===== src/rtl/pause_arbiter.sv =====
// CPU/PSG freeze controller: debounced toggle button plus two level requests,
// sequencing Z80 WAIT_n and the AY clock enable around a memory cycle.
module pause_arbiter #(
    parameter int DEBOUNCE_CYCLES = 50000,
    parameter int ARM_TIMEOUT     = 255,
    parameter int RESUME_GAP      = 4
) (
    input  logic       clk,
    input  logic       rst,
    input  logic       pulsador,
    input  logic       req_osd,
    input  logic       req_ext,
    input  logic       cpu_mreq_n,
    output logic       wait_n,
    output logic       enable_clkay,
    output logic       paused,
    output logic [1:0] owner,
    output logic       btn_pulse
);

    localparam logic [15:0] DB_MAX   = 16'(DEBOUNCE_CYCLES);
    localparam logic [15:0] DB_LAST  = 16'(DEBOUNCE_CYCLES - 1);
    localparam logic [7:0]  ARM_MAX  = 8'(ARM_TIMEOUT);
    localparam logic [7:0]  ARM_LAST = 8'(ARM_TIMEOUT - 1);
    localparam logic [3:0]  GAP_MAX  = 4'(RESUME_GAP);
    localparam logic [3:0]  GAP_LAST = 4'(RESUME_GAP - 1);

    typedef enum logic [1:0] {S_RUN, S_ARM, S_PAUSED, S_RESUME} state_t;

    state_t      state, state_nxt;
    logic        sync1, sync2, db_level, btn_latch;
    logic [15:0] db_cnt;
    logic [7:0]  arm_cnt;
    logic [3:0]  gap_cnt;
    logic        db_differ, db_fire, db_rise, any_req;
    logic [1:0]  owner_req;

    assign db_differ = sync2 ^ db_level;
    assign db_fire   = db_differ && (db_cnt == DB_LAST);
    assign db_rise   = db_fire && sync2;
    assign any_req   = btn_latch | req_osd | req_ext;

    // Debounced level only moves after a full run of disagreeing samples.
    always_ff @(posedge clk or posedge rst) begin
        if (rst) begin
            sync1     <= 1'b0;
            sync2     <= 1'b0;
            db_level  <= 1'b0;
            db_cnt    <= '0;
            btn_latch <= 1'b0;
            btn_pulse <= 1'b0;
        end else begin
            sync1     <= pulsador;
            sync2     <= sync1;
            if (!db_differ)
                db_cnt <= '0;
            else if (db_cnt != DB_MAX)
                db_cnt <= db_cnt + 16'd1;
            if (db_fire)
                db_level <= sync2;
            btn_pulse <= db_rise;
            if (db_rise)
                btn_latch <= ~btn_latch;
        end
    end

    always_comb begin
        owner_req = 2'b00;
        if (req_ext)
            owner_req = 2'b11;
        else if (req_osd)
            owner_req = 2'b10;
        else if (btn_latch)
            owner_req = 2'b01;
    end

    always_comb begin
        state_nxt = state;
        case (state)
            S_RUN:    if (any_req) state_nxt = S_ARM;
            S_ARM: begin
                // Withdrawal wins over a simultaneous memory cycle.
                if (!any_req)
                    state_nxt = S_RUN;
                else if (!cpu_mreq_n || arm_cnt >= ARM_LAST)
                    state_nxt = S_PAUSED;
            end
            S_PAUSED: if (!any_req) state_nxt = S_RESUME;
            S_RESUME: begin
                if (any_req)
                    state_nxt = S_ARM;
                else if (gap_cnt >= GAP_LAST)
                    state_nxt = S_RUN;
            end
            default:  state_nxt = S_RUN;
        endcase
    end

    // Outputs are registered from the next state so they change with it.
    always_ff @(posedge clk or posedge rst) begin
        if (rst) begin
            state        <= S_RUN;
            arm_cnt      <= '0;
            gap_cnt      <= '0;
            wait_n       <= 1'b1;
            enable_clkay <= 1'b1;
            paused       <= 1'b0;
            owner        <= 2'b00;
        end else begin
            state <= state_nxt;
            if (state == S_ARM && state_nxt == S_ARM)
                arm_cnt <= (arm_cnt == ARM_MAX) ? ARM_MAX : arm_cnt + 8'd1;
            else
                arm_cnt <= '0;
            if (state == S_RESUME && state_nxt == S_RESUME)
                gap_cnt <= (gap_cnt == GAP_MAX) ? GAP_MAX : gap_cnt + 4'd1;
            else
                gap_cnt <= '0;
            wait_n       <= (state_nxt != S_PAUSED);
            enable_clkay <= (state_nxt == S_RUN);
            paused       <= (state_nxt == S_PAUSED);
            case (state_nxt)
                S_RUN:            owner <= 2'b00;
                S_ARM, S_PAUSED:  owner <= owner_req;
                default:          owner <= owner;
            endcase
        end
    end

endmodule


===== config.mk =====
export PLATFORM = sky130hd
export DESIGN_NAME = pause_arbiter
export DESIGN_NICKNAME = d
export VERILOG_FILES = /design/src/rtl/pause_arbiter.sv
export SDC_FILE = /design/constraint.sdc
export NUM_CORES = 1
export LEC_CHECK = 0
export ABC_CLOCK_PERIOD_IN_PS = 5700
export CORE_ASPECT_RATIO = 0.7
export CORE_UTILIZATION = 63
export CTS_CLUSTER_SIZE = 12
export DETAILED_ROUTE_END_ITERATION = 10
export PLACE_DENSITY_LB_ADDON = 0.25
export SYNTH_ARGS = -nofsm -noshare
export SYNTH_HDL_FRONTEND = slang
export SYNTH_SLANG_ARGS = --single-unit

===== constraint.sdc =====
create_clock -name clk -period 5.7 [get_ports clk]
set_clock_uncertainty 0.05 [all_clocks]
set_input_delay 1.14 -clock clk [delete_from_list [all_inputs] [get_ports clk]]
set_output_delay 1.14 -clock clk [all_outputs]
set_load 0.1 [all_outputs]

==> Word-level counts from Yosys, hierarchy flattened <==
Cells that the tools add are included.
{ "totals": {"rom_bits": 0, "elab_cells": 61, "latch_bits": 0, "ramBits": 0, "out_inout_bits": 6, "n_memories": 0, "inputBits": 6, "ff_bits": 40} }
{ "classes": {"div_mod_pow": 0, "mux": 17, "n_eq_ne": 12, "n_addsub": 3, "reduce_logical": 10, "multipliers": 0, "n_lt_le_gt_ge": 2, "n_shift": 0, "bitwise_logic": 4} }
{ "op_table": {"columns": ["op", "n"], "rows": [
  ["$mux W16", 2],
  ["$add A16 B1 Y16 const B", 1],
  ["$eq A16 B16 Y1 const B", 1],
  ["$mux W2", 8],
  ["$mux W8", 2],
  ["$ne A16 B16 Y1 const B", 1],
  ["$add A8 B1 Y8 const B", 1],
  ["$eq A2 B2 Y1 const B", 4],
  ["$eq A8 B8 Y1 const B", 1],
  ["$ge A8 B8 Y1 const B", 1],
  ["$mux W4", 2],
  ["$pmux W2 S4", 1],
  ["$add A4 B1 Y4 const B", 1],
  ["$eq A2 B1 Y1 const B", 2],
  ["$eq A4 B3 Y1 const B", 1],
  ["$ge A4 B2 Y1 const B", 1],
  ["$logic_and A1 B1 Y1", 4],
  ["$logic_not A2 Y1", 2],
  ["$pmux W2 S2", 1],
  ["$ne A2 B1 Y1 const B", 1],
  ["$ne A2 B2 Y1 const B", 1],
  ["$or A1 B1 Y1", 2],
  ["$reduce_bool A2 Y1", 1],
  ["$reduce_or A2 Y1", 1],
  ["5 further kinds", 5]
]} }

==> Depth between registers and ports, before layout <==
{ "depth": {"ltp_word": 8, "depth_mapped": 9, "mapped_depth_nobuf": 9} }

==> Worst setup path before layout <==
Ideal clock, no wire load.
{ "synth_timing": {"path_kind": "input-to-reg", "startpoint": "in req_ext", "endpoint": "reg gap_cnt[0]", "path_buffers": 1, "t_arrival_ns": 2.726, "path_stages": 7, "required_ns": 5.551, "path_slack_ns": 2.825, "setup_time_ns": 0.099, "path_cell_list": "or3_1 clkbuf_1 o41ai_1 a22o_1 ha_1 nand3_1 a311oi_1"} }
{ "synth_via": {"elab_chain_cells": 6, "word_cells_on_any_way": 9, "cone_classes": "1 x eq/ne; 6 x mux; 1 x bitwise; 1 x reduce/logical"} }
{ "synth_lines": {"columns": ["element", "line_no", "text"], "rows": [
  ["from (decl)", "12", "input logic req_ext,"],
  ["$or A1 B1 Y1 *", "41", "assign any_req = btn_latch | req_osd | req_ext;"],
  ["$mux W2, on equally long branches", null, null],
  ["$pmux W2 S4 *", "79", "case (state)"],
  ["via state_nxt[1]", "30", "state_t state, state_nxt;"],
  ["$eq A2 B2 Y1 *", "115", "if (state == S_RESUME && state_nxt == S_RESUME)"],
  ["$logic_and A1 B1 Y1 *", "115", null],
  ["$mux W4 *", "115", null],
  ["to (signal assigned)", "116", "gap_cnt <= (gap_cnt == GAP_MAX) ? GAP_MAX : gap_cnt + 4'd1;"],
  ["to (decl)", "34", "logic [3:0] gap_cnt;"]
]} }
Mark *: on every way through the listed nets, which the timed path passes. The rest lies on a longest branch.
A chain may end at the register's enable or synchronous reset.

==> Worst setup path after layout <==
Same ends and word-level chain as after synthesis.

==> out/results.env <==
RESULT_OF_THE_RUN='complete, no violations'
POST_SYNTHESIS_CELL_AREA_UM2=2000
DRTITER0DRC=125
POST_CTS_REPAIR_RESIZE_COUNT=0
UNREPAIRED_SETUP_ENDPOINTS_AFTER_GLOBAL_ROUTING='false'
GRT_START_MAX_NET_PINS=41
CP_NUM_BUF_INV=1
AREA.GROWTH.SYNTH_TO_FINAL_PCT=14.2
WORSTSETUPSTARTPOINTTYPE='primary input'
NETLIST.AREA_LEADER.SHARE_PCT=47.4
CTS_SETUP_BUFFERS=0
CRITICAL_PATH.ENDPOINT_TYPE='flip-flop'
SYNTH-WARNING-COUNT=0
VIA_TOTAL_AFTER_DETAILED_ROUTING=1557
R2R_START='arm_cnt[0]'
WORSTMARGINPINSLEW_PS=1250
DRC_ERRORS=0
POSTSYNTHAREAPERCELL_UM2=10.1
MAX_SLEW_MARGIN_PCT=16.3
GP_ROUTABILITY_CONGESTION=0.895
HOLDCRITSTARTPOINT='sync1'
PLACEMENT.IO_BUFFERS=11
FINALINSTANCEAREA_UM2=2290
CRITICALPATHCATEGORY='primary input to flip-flop'
FINAL_NETS=231
MULTIINPUTGATEAREA_UM2=945
SYNTH_XOR_AREA_SHARE_PCT=6.55
SYNTH_NETS=215
TOTAL_GLOBAL_ROUTING_TRACK_UTILIZATION_PCT=27.3
SYNTH.MUX.AREA_FRACTION_PCT=2.06
CTSHOLDBUFFERS=0
PLACEMENT_ROWS=16
COMBINATIONAL_FAMILY_WITH_THE_MOST_AREA_AFTER_SYNTHESIS='simple AND/OR/NAND/NOR gates'
DPL-INSTANCE-AREA_UM2=2160
CRIT_CHAIN='clkdlybuf4s50_1 > or3_1 > o41ai_1 > a22o_1 > ha_1 > nand3_1 > a311oi_1'
FF2FF_PATH_DEPTH=9
NETLIST_TOP_CELLS_AREA='sky130_fd_sc_hd__dfrtp_1 47%, sky130_fd_sc_hd__ha_1 6.2%, sky130_fd_sc_hd__xnor2_1 4.4%, sky130_fd_sc_hd__nor2_1 3.9%, sky130_fd_sc_hd__a21oi_1 3.2%'
FIRST_GLOBAL_VIAS=1544
ANTENNA-DIODE-COUNT=0
SYNTH-ADDER-AREA-SHARE_PCT=6.24
IR_DROP_uV=381
SYNTH_COMPOUND_AREA_SHARE_PCT=9.68
PLACE_HPWL_UM=2850
ANTENNA_FOUND_INITIAL=0
LEVEL_COUNT_OF_THE_CLOCK_H_TREE=2
MIN_TO='sync2'
CTS_BUFFERS=5
SLEW_VIOL_FINAL=0
DIE_AREA_UM2=3410
POST_ROUTE_CELLS_DRIVE_ABOVE_1_SHARE_PCT=7.87
ROUTED_WIRELENGTH_UM=4120
REGAREA_UM2=1000
HOLD-PATH-CELL-COUNT=0
CORE_AREA_UM2=2900
TIMING.FINAL.SETUP_VIOLATIONS=0
FILL_CELLS=184
AVGVIACOUNTPERCELL=6.18
FMAX_GHz=0.309
FIRST_PASS_ITERATION_COUNT_OF_THE_DETAILED_ROUTER=4
WORST_EP_ARRIVAL_TIME_PS=3390
FIN_UTIL_PCT=78.8
R2R-END='gap_cnt[0]'
POSTSYNTHCELLCOUNT=199
IO-PIN-COUNT=12
HP-CLASS='flip-flop to flip-flop'
FINAL_HOLD_VIOL_COUNT=0
CRITPATHREQUIREDTIME_PS=5860
CRIT_START='req_ext'
CRITPATHMAXFANOUT=6
POSTROUTEANTENNANETS=0
MAXCAPVIOLCOUNT=0
WORST_SLACK_PS=2470
CTS_TREE='built'
INITIAL_UTILIZATION_PCT=69.1
WORST_PATH_LARGEST_CELL_DELAY_PS=450
INSERTION_DELAY_PS=300
SYNTH.LIB_CELLS_USED.DISTINCT=41
CRITICAL-PATH-TOP-DELAY-FAMILY='compound AO/OA/AOI/OAI gates'
YOSYS.AREA_SHARE.SIMPLE_PCT=22.6
CTS_SINK_CNT=40
FINALCRITICALPERIOD_PS=3230
POWER.DENSITY_nW_PER_UM2=383
STATIC-LEAKAGE-POWER_nW=0.943
WIRE_LENGTH_OF_THE_FIRST_GLOBAL_ROUTING_PASS_UM=7110
CRIT_SHARE_POST_ROUTE_PCT=56.7
WL_PER_CELL_UM=16.3
DIE-WIDTH_UM=69.4
SYNTH_TOP_CELL_BY_AREA='sky130_fd_sc_hd__dfrtp_1'
REGISTER_BIT_COUNT_REPORTED_BY_YOSYS=40
PRE_CTS_WS_PS=2200
SYNTH_SEQUENTIAL_AREA_RATIO_PCT=50.1
CLOCKROOTBUFFER='sky130_fd_sc_hd__clkbuf_8'
GRT.OVERFLOW.TOTAL=0
CLKTRANSATPATHREGS_PS=80
CRITPATHSLOWESTCELL='sky130_fd_sc_hd__or3_1'
SETUP_TNS_PS=0
RRSETUPSLACK_PS=3130
POWER_mW=0.876
DIE_HEIGHT_UM=49.2
CTS.PATH.MAX_BUFFERS=2
[metrics by stage]
| step | instances | hold WS [ps] |
|---|---|---|
| floorplan | 199 | 281 |
| global placement | 244 | 286 |
| detailed placement | 244 | 289 |
| CTS | 252 | 308 |
| global route | 252 | 324 |
| finish | 252 | 305 |
[registers in the layout, indices dropped and copies added, names as in the netlist]
name	flops
db_cnt	16
arm_cnt	8
gap_cnt	4
owner	2
state	2
btn_latch	1
btn_pulse	1
db_level	1
enable_clkay	1
paused	1
sync1	1
sync2	1
wait_n	1
[power by group]
part,internal (mW),total [mW],switching (mW)
combinational,0.0650,0.254,0.189
sequential,0.317,0.344,0.0273
clock,0.175,0.278,0.103
total,0.557,0.876,0.319
[kinds of logic after synthesis]
logic type               count (synthesis)
AND/OR/NAND/NOR                         83
flip-flops                              40
AO/OA/AOI/OAI                           32
XOR/XNOR                                15
buffers and inverters                   15
adder cells (fa/ha/maj)                 10
multiplexers                             4
[synthesized netlist by cell type (all sizes together)]
library cell / number
and4b: 1
nor3: 7
o21ai: 9
mux2: 1
nor4: 4
o31ai: 1
mux2i: 3
or2: 1
nand2: 14
nor2: 21
or2b: 1
or3: 6
or4: 1
and4bb: 1
dfstp: 2
inv: 12
a22oi: 1
nand4: 5
and3: 2
clkbuf: 3
nand3b: 1
ha: 10
a21oi: 13
a211oi: 1
nor2b: 1
a311oi: 2
o31a: 1
nor4b: 3
dfrtp: 38
and4: 1
nand2b: 2
a22o: 1
a311o: 1
xor2: 5
xnor2: 10
nand3: 11
o41ai: 1
a21boi: 1
[cell usage in the layout, fill, tap and decap left out, types with 9 or more instances in the layout]
master,count
sky130_fd_sc_hd__nand3_1,10
sky130_fd_sc_hd__ha_1,10
sky130_fd_sc_hd__dfrtp_1,38
sky130_fd_sc_hd__o21ai_0,9
sky130_fd_sc_hd__clkdlybuf4s50_1,11
sky130_fd_sc_hd__a21oi_1,13
sky130_fd_sc_hd__nand2_1,14
sky130_fd_sc_hd__inv_1,12
sky130_fd_sc_hd__xnor2_1,10
sky130_fd_sc_hd__nor2_1,21
[per-layer routing]
layer / share of wire, % / vias to the layer above / track usage [%]
met3: 5.7 / 10 / 7.02
met2: 45 / 49 / 41.4
li1: - / 734 / -
met1: 47 / 764 / 38.0
met4: 1.6 / 0 / 10.9
met5: 0 / - / 0
[worst max path at each step]
| stage | cells after the start | end |
|---|---|---|
| 2_1_floorplan | 7 | gap_cnt[0] |
| 3_3_place_gp | 7 | gap_cnt[0] |
| 3_5_place_dp | 7 | gap_cnt[0] |
| 4_1_cts | 7 | gap_cnt[0] |
| 5_1_grt | 7 | gap_cnt[0] |
| 6_report | 7 | gap_cnt[0] |
[layout make-up]
cell class	instances	area share (%)
multi-input combinational	144	41.3
inverter	12	1.97
sequential	40	43.8
timing repair buffer	12	5.14
tap	36	1.97
clock inverter	2	2.62
clock buffer	6	3.17
No activity file was read; power rests on OpenSTA's default activity.
